<file path="config.mk">
export PLATFORM = sky130hd
export DESIGN_NAME = dot_scan_capture
export DESIGN_NICKNAME = d
export VERILOG_FILES = /design/src/rtl/dot_matrix_pkg.sv /design/src/rtl/dot_frame_buf.sv /design/src/rtl/dot_scan_capture.sv
export SDC_FILE = /design/constraint.sdc
export NUM_CORES = 1
export LEC_CHECK = 0
export BUFFER_PORTS_ARGS = -buffer_cell sky130_fd_sc_hd__buf_2
export CAP_MARGIN = 25
export CELL_PAD_IN_SITES_DETAIL_PLACEMENT = 1
export CELL_PAD_IN_SITES_GLOBAL_PLACEMENT = 2
export CORE_MARGIN = 3
export CORE_UTILIZATION = 40
export CTS_BUF_LIST = sky130_fd_sc_hd__clkbuf_4
export DETAILED_ROUTE_END_ITERATION = 10
export GPL_ROUTABILITY_DRIVEN = 0
export PLACE_DENSITY_LB_ADDON = 0.1
export SLEW_MARGIN = 20
export SYNTH_ARGS = -nofsm -noshare
export SYNTH_HDL_FRONTEND = slang
export SYNTH_SLANG_ARGS = --single-unit
</file>
<file path="constraint.sdc">
create_clock -name clock -period 2.25 [get_ports clock]
set_clock_uncertainty 0.15 [all_clocks]
set_input_delay 0.45 -clock clock [delete_from_list [all_inputs] [get_ports clock]]
set_output_delay 0.45 -clock clock [all_outputs]
set_load 0.02 [all_outputs]
</file>
<file path="src/rtl/dot_matrix_pkg.sv">
// ---------------------------------------------------------------------------
// dot_matrix_pkg
//   Constants and types shared by the 16x16 dot-matrix scan driver and its
//   receive-side capture block.
//   - DOT_ROWS / DOT_COLS : matrix geometry
//   - ROW_IDX_W           : width of the row-index bus
//   - cap_state_e         : capture FSM states (HUNT, CAPTURE)
//   - sat_inc8            : saturating 8-bit increment used by error counters
// ---------------------------------------------------------------------------
package dot_matrix_pkg;

    localparam int DOT_ROWS  = 16;
    localparam int DOT_COLS  = 16;
    localparam int ROW_IDX_W = 4;

    typedef logic [DOT_COLS-1:0]  dot_row_t;
    typedef logic [ROW_IDX_W-1:0] row_idx_t;

    typedef enum logic {
        HUNT    = 1'b0,
        CAPTURE = 1'b1
    } cap_state_e;

    function automatic logic [7:0] sat_inc8(input logic [7:0] v);
        return (v == 8'hFF) ? v : v + 8'd1;
    endfunction

endpackage

</file>
<file path="src/rtl/dot_frame_buf.sv">
// ---------------------------------------------------------------------------
// dot_frame_buf
//   Dual-bank 16x16 frame store. Rows are written one at a time into the
//   shadow bank; a commit copies the whole frame into the stable bank in a
//   single cycle so readers never observe a half-updated frame.
//   Ports:
//     clock, rst_n  : clock and asynchronous active-low reset
//     wr_en_i       : write wr_data_i into shadow[wr_row_i]
//     wr_row_i      : shadow write row index
//     wr_data_i     : shadow write data (1 = lit)
//     commit_i      : copy shadow (with this cycle's write merged) to stable
//     rd_row_i      : stable-bank read address
//     rd_data_o     : stable-bank read data, registered (1-cycle latency)
// ---------------------------------------------------------------------------
module dot_frame_buf
    import dot_matrix_pkg::*;
(
    input  logic     clock,
    input  logic     rst_n,
    input  logic     wr_en_i,
    input  row_idx_t wr_row_i,
    input  dot_row_t wr_data_i,
    input  logic     commit_i,
    input  row_idx_t rd_row_i,
    output dot_row_t rd_data_o
);

    dot_row_t shadow_q [DOT_ROWS];
    dot_row_t stable_q [DOT_ROWS];
    dot_row_t rdData_q;

    // The row written in the commit cycle (row 15) is forwarded straight into
    // the stable bank, since the shadow copy only lands at the same edge.
    // The read samples the stable bank before the commit takes effect, so a
    // read issued in the commit cycle returns the previous frame.
    always_ff @(posedge clock or negedge rst_n) begin
        if (!rst_n) begin
            for (int i = 0; i < DOT_ROWS; i++) begin
                shadow_q[i] <= '0;
                stable_q[i] <= '0;
            end
            rdData_q <= '0;
        end else begin
            if (wr_en_i) begin
                shadow_q[wr_row_i] <= wr_data_i;
            end
            if (commit_i) begin
                for (int i = 0; i < DOT_ROWS; i++) begin
                    stable_q[i] <= (wr_en_i && (wr_row_i == row_idx_t'(i))) ? wr_data_i : shadow_q[i];
                end
            end
            rdData_q <= stable_q[rd_row_i];
        end
    end

    assign rd_data_o = rdData_q;

endmodule

</file>
<file path="src/rtl/dot_scan_capture.sv">
// ---------------------------------------------------------------------------
// dot_scan_capture
//   Receive side of the 16x16 row-scan bus. Rebuilds full frames from the
//   scanned row stream, checks row ordering, and exposes the last good frame.
//   Parameters:
//     ACTIVE_LOW  : 1 = incoming pattern bits are active-low
//     LOCK_FRAMES : consecutive good frames needed before locked (1..15)
//   Ports:
//     clock, rst_n : clock and asynchronous active-low reset
//     scan_valid   : qualifies dot_r / dot_c
//     dot_r, dot_c : row pattern and row index from the scan driver
//     rd_row       : stable-buffer read address
//     rd_data      : stable-buffer row, 1-cycle latency
//     frame_done   : pulse when a good frame is committed
//     frame_xor    : XOR of all rows of the last committed frame
//     frame_count  : committed frames, wrapping
//     sync_err     : pulse on a row-order violation
//     err_count    : violations, saturating at 255
//     locked       : LOCK_FRAMES consecutive good frames seen
// ---------------------------------------------------------------------------
module dot_scan_capture
    import dot_matrix_pkg::*;
#(
    parameter bit ACTIVE_LOW  = 1'b1,
    parameter int LOCK_FRAMES = 2
) (
    input  logic        clock,
    input  logic        rst_n,
    input  logic        scan_valid,
    input  logic [15:0] dot_r,
    input  logic [3:0]  dot_c,
    input  logic [3:0]  rd_row,
    output logic [15:0] rd_data,
    output logic        frame_done,
    output logic [15:0] frame_xor,
    output logic [7:0]  frame_count,
    output logic        sync_err,
    output logic [7:0]  err_count,
    output logic        locked
);

    localparam logic [3:0] LOCK_N = 4'(LOCK_FRAMES);
    localparam row_idx_t   LAST_ROW = row_idx_t'(DOT_ROWS - 1);

    cap_state_e state_q, state_d;
    row_idx_t   exp_q, exp_d;
    dot_row_t   runXor_q, runXor_d;
    dot_row_t   frameXor_q, frameXor_d;
    logic       frameDone_q, frameDone_d;
    logic [7:0] frameCount_q, frameCount_d;
    logic       syncErr_q, syncErr_d;
    logic [7:0] errCount_q, errCount_d;
    logic [3:0] streak_q, streak_d;
    logic       locked_q, locked_d;

    dot_row_t   rowIn;
    logic       wrEn;
    logic       commit;
    logic [3:0] streakInc;

    assign rowIn     = ACTIVE_LOW ? ~dot_r : dot_r;
    assign streakInc = (streak_q == LOCK_N) ? streak_q : streak_q + 4'd1;

    // All capture state and status outputs live in one register bank so that
    // every output changes on the edge that consumes the triggering sample.
    always_ff @(posedge clock or negedge rst_n) begin
        if (!rst_n) begin
            state_q      <= HUNT;
            exp_q        <= '0;
            runXor_q     <= '0;
            frameXor_q   <= '0;
            frameDone_q  <= 1'b0;
            frameCount_q <= '0;
            syncErr_q    <= 1'b0;
            errCount_q   <= '0;
            streak_q     <= '0;
            locked_q     <= 1'b0;
        end else begin
            state_q      <= state_d;
            exp_q        <= exp_d;
            runXor_q     <= runXor_d;
            frameXor_q   <= frameXor_d;
            frameDone_q  <= frameDone_d;
            frameCount_q <= frameCount_d;
            syncErr_q    <= syncErr_d;
            errCount_q   <= errCount_d;
            streak_q     <= streak_d;
            locked_q     <= locked_d;
        end
    end

    // Next-state logic. A violation that lands on row 0 restarts the capture
    // in the same cycle instead of losing that row to a trip through HUNT.
    // After a commit the running XOR is cleared so the next frame's row 0
    // starts a fresh accumulation while staying in CAPTURE.
    always_comb begin
        state_d      = state_q;
        exp_d        = exp_q;
        runXor_d     = runXor_q;
        frameXor_d   = frameXor_q;
        frameDone_d  = 1'b0;
        frameCount_d = frameCount_q;
        syncErr_d    = 1'b0;
        errCount_d   = errCount_q;
        streak_d     = streak_q;
        locked_d     = locked_q;
        wrEn         = 1'b0;
        commit       = 1'b0;

        if (scan_valid) begin
            unique case (state_q)
                HUNT: begin
                    if (dot_c == '0) begin
                        wrEn     = 1'b1;
                        exp_d    = row_idx_t'(1);
                        runXor_d = rowIn;
                        state_d  = CAPTURE;
                    end
                end
                CAPTURE: begin
                    if (dot_c == exp_q) begin
                        wrEn = 1'b1;
                        if (exp_q == LAST_ROW) begin
                            commit       = 1'b1;
                            exp_d        = '0;
                            runXor_d     = '0;
                            frameXor_d   = runXor_q ^ rowIn;
                            frameDone_d  = 1'b1;
                            frameCount_d = frameCount_q + 8'd1;
                            streak_d     = streakInc;
                            locked_d     = (streakInc == LOCK_N);
                        end else begin
                            exp_d    = exp_q + row_idx_t'(1);
                            runXor_d = runXor_q ^ rowIn;
                        end
                    end else begin
                        syncErr_d  = 1'b1;
                        errCount_d = sat_inc8(errCount_q);
                        streak_d   = '0;
                        locked_d   = 1'b0;
                        if (dot_c == '0) begin
                            wrEn     = 1'b1;
                            exp_d    = row_idx_t'(1);
                            runXor_d = rowIn;
                        end else begin
                            exp_d    = '0;
                            runXor_d = '0;
                            state_d  = HUNT;
                        end
                    end
                end
                default: begin
                    state_d = HUNT;
                end
            endcase
        end
    end

    dot_frame_buf u_buf (
        .clock     (clock),
        .rst_n     (rst_n),
        .wr_en_i   (wrEn),
        .wr_row_i  (dot_c),
        .wr_data_i (rowIn),
        .commit_i  (commit),
        .rd_row_i  (rd_row),
        .rd_data_o (rd_data)
    );

    assign frame_done  = frameDone_q;
    assign frame_xor   = frameXor_q;
    assign frame_count = frameCount_q;
    assign sync_err    = syncErr_q;
    assign err_count   = errCount_q;
    assign locked      = locked_q;

endmodule

</file>
==> results of run 1 <==
power groups by stage:
stage | clock, mW | combinational (mW) | sequential (mW)
finish | 10.0 | 1.83 | 10.9
global route | 11.0 | 1.98 | 10.9
CTS | 10.3 | 1.75 | 10.9
detailed placement | 0 | 1.62 | 11.1
global placement | 0 | 1.59 | 11.1
floorplan | 0 | 0.687 | 11.1
worst max-delay path, cell delays in order, from the launching register on:
cell	delay, ns
dfrtp_2	0.45
xnor2_2	0.23
nand4_4	0.18
buf_12	0.21
buf_12	0.16
nor3_4	0.20
buf_6	0.14
buf_12	0.16
mux2i_2	0.23
how the worst max path moves through the flow:
stage                        start                  end  slack [ns]  cells after the start
2_1_floorplan             dot_c[1]  u_buf.shadow_q[142]        0.03                      8
3_3_place_gp              dot_c[0]  u_buf.shadow_q[180]       -0.21                      7
3_5_place_dp              dot_c[0]   u_buf.stable_q[55]       -0.27                      7
4_1_cts        u_buf.rd_data_o[13]          rd_data[13]       -0.09                      1
5_1_grt                   exp_q[3]   u_buf.stable_q[51]       -0.13                      6
6_report                  exp_q[0]  u_buf.shadow_q[155]       -0.01                      8
routing by layer:
layer	wire length, um	vias up	GRT usage, %
met4	2352	2	8.691
met1	42510	11100	38.87
met5	13	-	0
li1	-	9011	-
met3	4144	161	5.207
met2	44740	506	45.67
sequential cells by signal, summed over array words and instances, names as in the netlist:
name / flops
u_buf.shadow_q: 256
u_buf.rd_data_o: 16
exp_q: 4
err_count: 8
frame_done: 1
u_buf.stable_q: 256
streak_q: 4
runXor_q: 16
sync_err: 1
state_q: 1
frame_count: 8
frame_xor: 16
locked: 1
cell type report:
| cell class | count | area, um2 |
|---|---|---|
| inverter | 56 | 210.2 |
| clock buffer | 250 | 1877 |
| fill | 6589 | 30390 |
| antenna | 8 | 20.02 |
| sequential | 588 | 14720 |
| clock inverter | 35 | 219.0 |
| tap | 837 | 1047 |
| multi-input combinational | 1382 | 10260 |
| timing repair buffer | 333 | 3536 |
per-stage QoR:
stage | power [mW] | setup WS, ns | util [%] | setup TNS (ns) | cell area (um2)
global route | 23.88 | -0.1318 | 51.18 | -9.989 | 31880
floorplan | 11.76 | 0.02528 | - | 0 | 25400
detailed placement | 12.69 | -0.2742 | 45.11 | -45.95 | 28090
global placement | 12.65 | -0.2091 | 45.11 | -25.76 | 28090
finish | 22.75 | -0.01214 | 51.20 | -0.02344 | 31890
CTS | 22.92 | -0.09319 | 49.56 | -0.3560 | 30870
cells in the mapped netlist, types with 5 or more instances:
library cell,number
ha_1,5
mux4_2,80
mux2i_1,49
o31ai_1,129
mux2_2,26
nand2_1,73
or3_1,15
a21oi_1,69
xor2_1,10
buf_6,6
nand2b_1,6
o21ai_0,564
a31oi_1,63
o21ai_1,21
nand3_1,43
nor3_1,25
a21o_1,16
nor4_1,7
nor2_1,46
clkbuf_1,165
xnor2_1,8
inv_1,54
a32oi_1,16
buf_2,36
clkbuf_2,6
dfrtp_1,588
nand4_1,7
and2_1,19
or4_1,53
buf_1,13
what timing repair did:
| item | in CTS | in global routing |
|---|---|---|
| hold buffers | 28 | 0 |
| hold endpoints to repair | 947 | 0 |
| gates resized for setup | 65 | 212 |
| cloned | 2 | 7 |
| setup endpoints to repair | 254 | 270 |
| pin swaps | 6 | 19 |
| buffers inserted | 18 | 11 |
cell families after synthesis:
kind of cell,after synthesis
mux,155
flops,588
simple gates,314
fa+ha+maj,5
compound gates,888
xor+xnor,18
buf+inv,283
==> results.tsv, run 1 <==
stage	metric	value	unit
outcome	run status	complete, but fails checks	
outcome	violated checks	setup timing	
placed_design	dpl cells	3131	
logic_synthesis	Synth async-reset ratio	100.0	%
floorplan	I/O pin cnt	78	
logic_synthesis	area share of fa/ha/maj cells after synthesis	0.2465	%
final_layout	Area growth syn-to-layout	25.62	%
logic_synthesis	largest family of logic cells by synthesized area	compound AO/OA/AOI/OAI gates	
timing	endpoints failing setup	3	
setup_path	WP data required	3.02	ns
clock_network	clk sink count	588	
drt	DR vias	20780	
logic_synthesis	yosys warns	0	
floorplan	initial core utilization	40.76	%
global_routing	GRT Total Usage	28.23	%
global_routing	vias in the first global route	22250	
setup_path	worst reg2reg setup slack	-0.01	ns
logic_synthesis	Yosys cell types	51	
clock_network	Num CTS Buffers	163	
worst_hold_path	hold path start	rd_row[1]	
worst_hold_path	hold depth	3	
clock_network	clk_lat worst skew	1.04	ns
floorplan	CORE AREA	0.06228	mm2
setup_path	CP arrival	3.04	ns
floorplan	Rows	91	
logic_synthesis	top post-synthesis cells by area	dfrtp_1 58%, o21ai_0 11%, mux4_2 7.1%	
floorplan	Die H	257.9	um
final_layout	final net count	2556	
logic_synthesis	Synth Area in XOR/XNOR	0.6211	%
drt	routed len/inst	26.87	um
floorplan	Die ar.	0.06652	mm2
timing	worst setup margin	-0.01214	ns
logic_synthesis	post-synthesis cell area	0.02538	mm2
placed_design	port bufs	77	
timing	Max Fclk	442.1	MHz
global_routing	initial antenna violation count	6	
pwr	Sw Pwr	5.996	mW
pwr	pwr dens	713.5	mW/mm2
drt	drt total wl	93760	um
logic_synthesis	compound-gate portion of the synthesized area	19.60	%
logic_synthesis	Yosys reg bits	588	
global_routing	pin count of the biggest net entering global routing	81	
clock_network	H-tree depth	4	
pwr	worst ir drop on vdd	0.0004705	V
setup_path	kind of critical path	flip-flop to flip-flop	
logic_synthesis	EDFF count, synth	0	
final_layout	share of layout cells above drive strength 1	30.30	%
pwr	Combinational Power Share	8.1	%
clock_network	CTS Buffer Depth	3	
drt	Iter 0 DRT Violations	1435	
final_layout	Layout Cells excl Fill	3489	
logic_synthesis	mux contribution to synthesized area	10.18	%
drt	DRC viols	0	
clock_network	clk slew on worst S/H paths	0.06	ns
floorplan	die width	257.9	um
logic_synthesis	sequential cell area fraction in the yosys report	57.97	%
clock_network	CTS tree	done	
logic_synthesis	post-synthesis average cell area	11.28	um2
pwr	sequential power share	47.8	%
setup_path	Worst Reg-to-Reg Cells	8	
setup_path	Critical Path Fanout Max	11	
drt	Final ANT Viol Nets	0	
logic_synthesis	Post-Synth Simple-Gate Area	6.797	%
placed_design	Final HPWL DP	55260	um
pwr	Net Sw Frac	26.35	%
pwr	power share of the clock group	44.1	%
worst_hold_path	Hold WC Path Type	input port to flip-flop	
drt	First-pass DRT Iterations	5	
global_routing	first-pass GRT wire length	141500	um
logic_synthesis	Synth Instances	2251	
setup_path	Reg-to-Reg Start	exp_q[0]	
logic_synthesis	Main synth FF type	dfrtp_1	
clock_network	Root Driver	clkbuf_4	
timing	RSZ-0062 raised after global routing	true	
setup_path	CP Capture Type	flip-flop	
timing	Slew Viols, Final	0	
logic_synthesis	post-synth top area cell	dfrtp_1	
pwr	Internal	16.76	mW
timing	final hold vios	0	
timing	crit share post-route	100.5	%
timing	hold_ws	0.1181	ns
job	Max Cap Viol	0	
timing	Tmin final	2.262	ns
worst_hold_path	WHS Endpoint	u_buf.rd_data_o[0]	
timing	Worst-Margin Slew	1.068	ns
pwr	P_leak	14.67	nW
global_routing	total grt overflow	0	
logic_synthesis	syn_nets	2283	
setup_path	Critical R2R Capture	u_buf.shadow_q[155]	
timing	Slew HR	28.57	%
final_layout	most common cell after layout, fill and taps aside	dfrtp_1	
logic_synthesis	Synth top area share	57.97	%
setup_path	startpoint types	flip-flop	
drt	Vias/cell	5.954	
final_layout	most frequent cells in the layout	583 x dfrtp_1, 506 x o21ai_0, 250 x clkbuf_4	
(Power assumes the default switching activity.)
==> run 2: changes to the inputs <==
--- a/config.mk
+++ b/config.mk
@@ -5,16 +5,18 @@
 export SDC_FILE = /design/constraint.sdc
 export NUM_CORES = 1
 export LEC_CHECK = 0
+export ABC_AREA = 1
 export BUFFER_PORTS_ARGS = -buffer_cell sky130_fd_sc_hd__buf_2
 export CAP_MARGIN = 25
 export CELL_PAD_IN_SITES_DETAIL_PLACEMENT = 1
 export CELL_PAD_IN_SITES_GLOBAL_PLACEMENT = 2
 export CORE_MARGIN = 3
-export CORE_UTILIZATION = 40
+export CORE_UTILIZATION = 36
 export CTS_BUF_LIST = sky130_fd_sc_hd__clkbuf_4
 export DETAILED_ROUTE_END_ITERATION = 10
 export GPL_ROUTABILITY_DRIVEN = 0
 export PLACE_DENSITY_LB_ADDON = 0.1
+export SKIP_CTS_REPAIR_TIMING = 1
 export SLEW_MARGIN = 20
 export SYNTH_ARGS = -nofsm -noshare
 export SYNTH_HDL_FRONTEND = slang
==> results.tsv, run 2 <==
stage	metric	value	unit	change
outcome	run status	complete, no violations		
logic_synthesis	post-synthesis average cell area	8.528	um2	-24%
drt	routed len/inst	21.04	um	-22%
logic_synthesis	Yosys cell types	32		-37%
drt	drt total wl	99230	um	+5.8%
logic_synthesis	compound-gate portion of the synthesized area	5.353	%	-14 points
logic_synthesis	Post-Synth Simple-Gate Area	29.84	%	+23 points
clock_network	CTS tree	done		
logic_synthesis	Synth Area in XOR/XNOR	1.005	%	+0.38 points
floorplan	Die ar.	0.08084	mm2	+22%
setup_path	worst reg2reg setup slack	0.07	ns	+0.08 ns
logic_synthesis	synth cell count leaders	896 x nand2_1, 588 x dfrtp_1, 331 x inv_1		
logic_synthesis	Main synth FF type	dfrtp_1		
pwr	worst ir drop on vdd	0.0004534	V	-3.6%
final_layout	share of layout cells above drive strength 1	16.90	%	-13 points
timing	RSZ-0062 raised after global routing	true		
final_layout	final net count	3587		+40%
pwr	P_leak	16.90	nW	+15%
drt	First-pass DRT Iterations	5		unchanged
timing	setup tns final	0	ns	+0.02344 ns
clock_network	Root Driver	clkbuf_4		
floorplan	Rows	101		+11%
job	Max Cap Viol	0		unchanged
logic_synthesis	Synth Instances	3270		+45%
logic_synthesis	post-synth top area cell	dfrtp_1		
global_routing	total grt overflow	0		unchanged
clock_network	Num CTS Buffers	171		+4.9%
floorplan	CORE AREA	0.07633	mm2	+23%
timing	Slew HR	57.11	%	+29 points
placed_design	port bufs	77		unchanged
setup_path	buffers and inverters on the worst path	1		-3
logic_synthesis	syn_nets	3302		+45%
timing	endpoints failing setup	0		-3
logic_synthesis	Yosys reg bits	588		unchanged
global_routing	initial antenna violation count	3		-3
floorplan	die width	284.3	um	+10%
clock_network	clk sink count	588		unchanged
setup_path	kind of critical path	flip-flop to primary output		
timing	Max Fclk	450.2	MHz	+1.9%
timing	crit share post-route	98.71	%	-1.8 points
timing	final hold vios	0		unchanged
global_routing	first-pass GRT wire length	151000	um	+6.7%
final_layout	Fillers	9058		+37%
floorplan	I/O pin cnt	78		unchanged
setup_path	Critical R2R Capture	u_buf.shadow_q[83]		
logic_synthesis	most common cell in the netlist	nand2_1		
clock_network	CTS Buffer Depth	3		unchanged
logic_synthesis	mux contribution to synthesized area	2.378	%	-7.8 points
setup_path	Top Family by Delay on Critical Path	flip-flops		
global_routing	vias in the first global route	26220		+18%
logic_synthesis	yosys warns	0		unchanged
logic_synthesis	largest family of logic cells by synthesized area	simple AND/OR/NAND/NOR gates		
setup_path	Slowest cell on crit path	dfrtp_1		
global_routing	pin count of the biggest net entering global routing	97		+20%
logic_synthesis	Synth async-reset ratio	100.0	%	unchanged
drt	Iter 0 DRT Violations	1280		-11%
drt	DRC viols	0		unchanged
setup_path	Worst path max stage delay	0.44	ns	about the same
worst_hold_path	hold path start	dot_c[2]		
logic_synthesis	area share of fa/ha/maj cells after synthesis	0.2243	%	-0.022 points
logic_synthesis	EDFF count, synth	0		unchanged
global_routing	GRT Total Usage	23.92	%	-4.3 points
logic_synthesis	sequential cell area fraction in the yosys report	52.76	%	-5.2 points
worst_hold_path	hold depth	8		+5
floorplan	initial core utilization	36.54	%	-4.2 points
setup_path	CP Capture Type	primary output		
timing	Tmin final	2.221	ns	-0.04113 ns
final_layout	Area growth syn-to-layout	22.68	%	
floorplan	Die H	284.3	um	+10%
clock_network	H-tree depth	4		unchanged
setup_path	startpoint types	flip-flop		
timing	Worst-Margin Slew	0.6433	ns	-0.4246 ns
pwr	Tot Pwr	24.09	mW	+5.9%
logic_synthesis	post-synthesis cell area	0.02789	mm2	+9.9%
setup_path	crit path cell chain	buf_6		
timing	hold_ws	0.05525	ns	-0.06288 ns
final_layout	most frequent cells in the layout	892 x nand2_1, 582 x dfrtp_1, 330 x inv_1		
worst_hold_path	WHS Endpoint	sync_err		
drt	DR vias	24350		+17%
worst_hold_path	Hold WC Path Type	input port to flip-flop		
placed_design	Final HPWL DP	62450	um	+13%
final_layout	Largest regs	u_buf.shadow_q (256), u_buf.stable_q (256)		
setup_path	WP data required	1.65	ns	-1.37 ns
final_layout	most common cell after layout, fill and taps aside	nand2_1		
setup_path	Worst Reg-to-Reg Cells	11		+3
pwr	pwr dens	704.1	mW/mm2	-1.3%
drt	Final ANT Viol Nets	0		unchanged
drt	Vias/cell	5.162		-13%
clock_network	clk slew on worst S/H paths	0.07	ns	about the same
timing	Slew Viols, Final	0		unchanged
setup_path	Reg-to-Reg Start	exp_q[1]		
clock_network	clk_lat worst skew	1.02	ns	-0.02 ns
logic_synthesis	top post-synthesis cells by area	dfrtp_1 53%, nand2_1 12%, nand4_1 5.5%		
logic_synthesis	Synth top area share	52.76	%	-5.2 points
setup_path	Critical Path Fanout Max	1		-10
setup_path	CP arrival	1.62	ns	-1.42 ns
-- run 2: kinds of logic (layout without fill, tap and decap cells) --
family / count (synthesis) / in the layout
xor+xnor: 32 / 32
fa+ha+maj: 5 / 5
compound gates: 264 / 264
mux: 66 / 66
simple gates: 1745 / 1749
other cells: 0 / 7
flops: 588 / 588
buf+inv: 570 / 976
-- run 2: area by class of cell --
| type | instances | area, um2 | share of cell area [%] |
|---|---|---|---|
| flip-flops and latches | 588 | 14720 | 43.03 |
| clock buffers | 245 | 1839 | 5.376 |
| inverters | 339 | 1285 | 3.756 |
| well taps | 1030 | 1289 | 3.767 |
| clock inverters | 53 | 314.1 | 0.9180 |
| multi-input cells | 2116 | 10920 | 31.91 |
| repair buffers | 339 | 3830 | 11.19 |
| diodes | 7 | 17.52 | 0.05120 |
-- run 2: per-stage QoR --
step           cell area [um2]  instances  setup WS [ns]  util, %
6_report                 34210       4717        0.02899    44.82
5_1_grt                  34210       4716       -0.09223    44.82
4_1_cts                  33110       4636        -0.1391    43.37
3_5_place_dp             30950       4338        -0.1051    40.55
3_3_place_gp             30950       4338       -0.07392    40.55
2_1_floorplan            27890       3270         0.3169        -
-- run 2: worst max path at each step --
stage               cells past startpoint          startpoint                   to  slack, ns
detailed placement                     13            dot_c[3]   u_buf.stable_q[11]      -0.11
global placement                       13            dot_c[3]   u_buf.stable_q[16]      -0.07
finish                                  1  u_buf.rd_data_o[1]           rd_data[1]       0.03
CTS                                     1        err_count[3]         err_count[3]      -0.14
floorplan                               6          scan_valid  u_buf.shadow_q[208]       0.32
global route                            1      frame_count[2]       frame_count[2]      -0.09
-- run 2: per-layer routing --
layer / routed length, um / global-route usage (%) / vias to the layer above / share of wire [%]
met5: 0 / 0 / - / 0
met4: 2465 / 8.179 / 0 / 2.5
met3: 4055 / 4.635 / 166 / 4.1
met2: 46620 / 38.81 / 487 / 47
met1: 46090 / 32.08 / 12410 / 46
li1: - / - / 11290 / -
-- run 2: report_power, final --
group | leakage (nW) | internal, mW | switching (mW)
clock | 1.26 | 5.34 | 4.91
combinational | 8.69 | 0.938 | 1.65
sequential | 6.95 | 11.0 | 0.208
total | 16.9 | 17.3 | 6.77
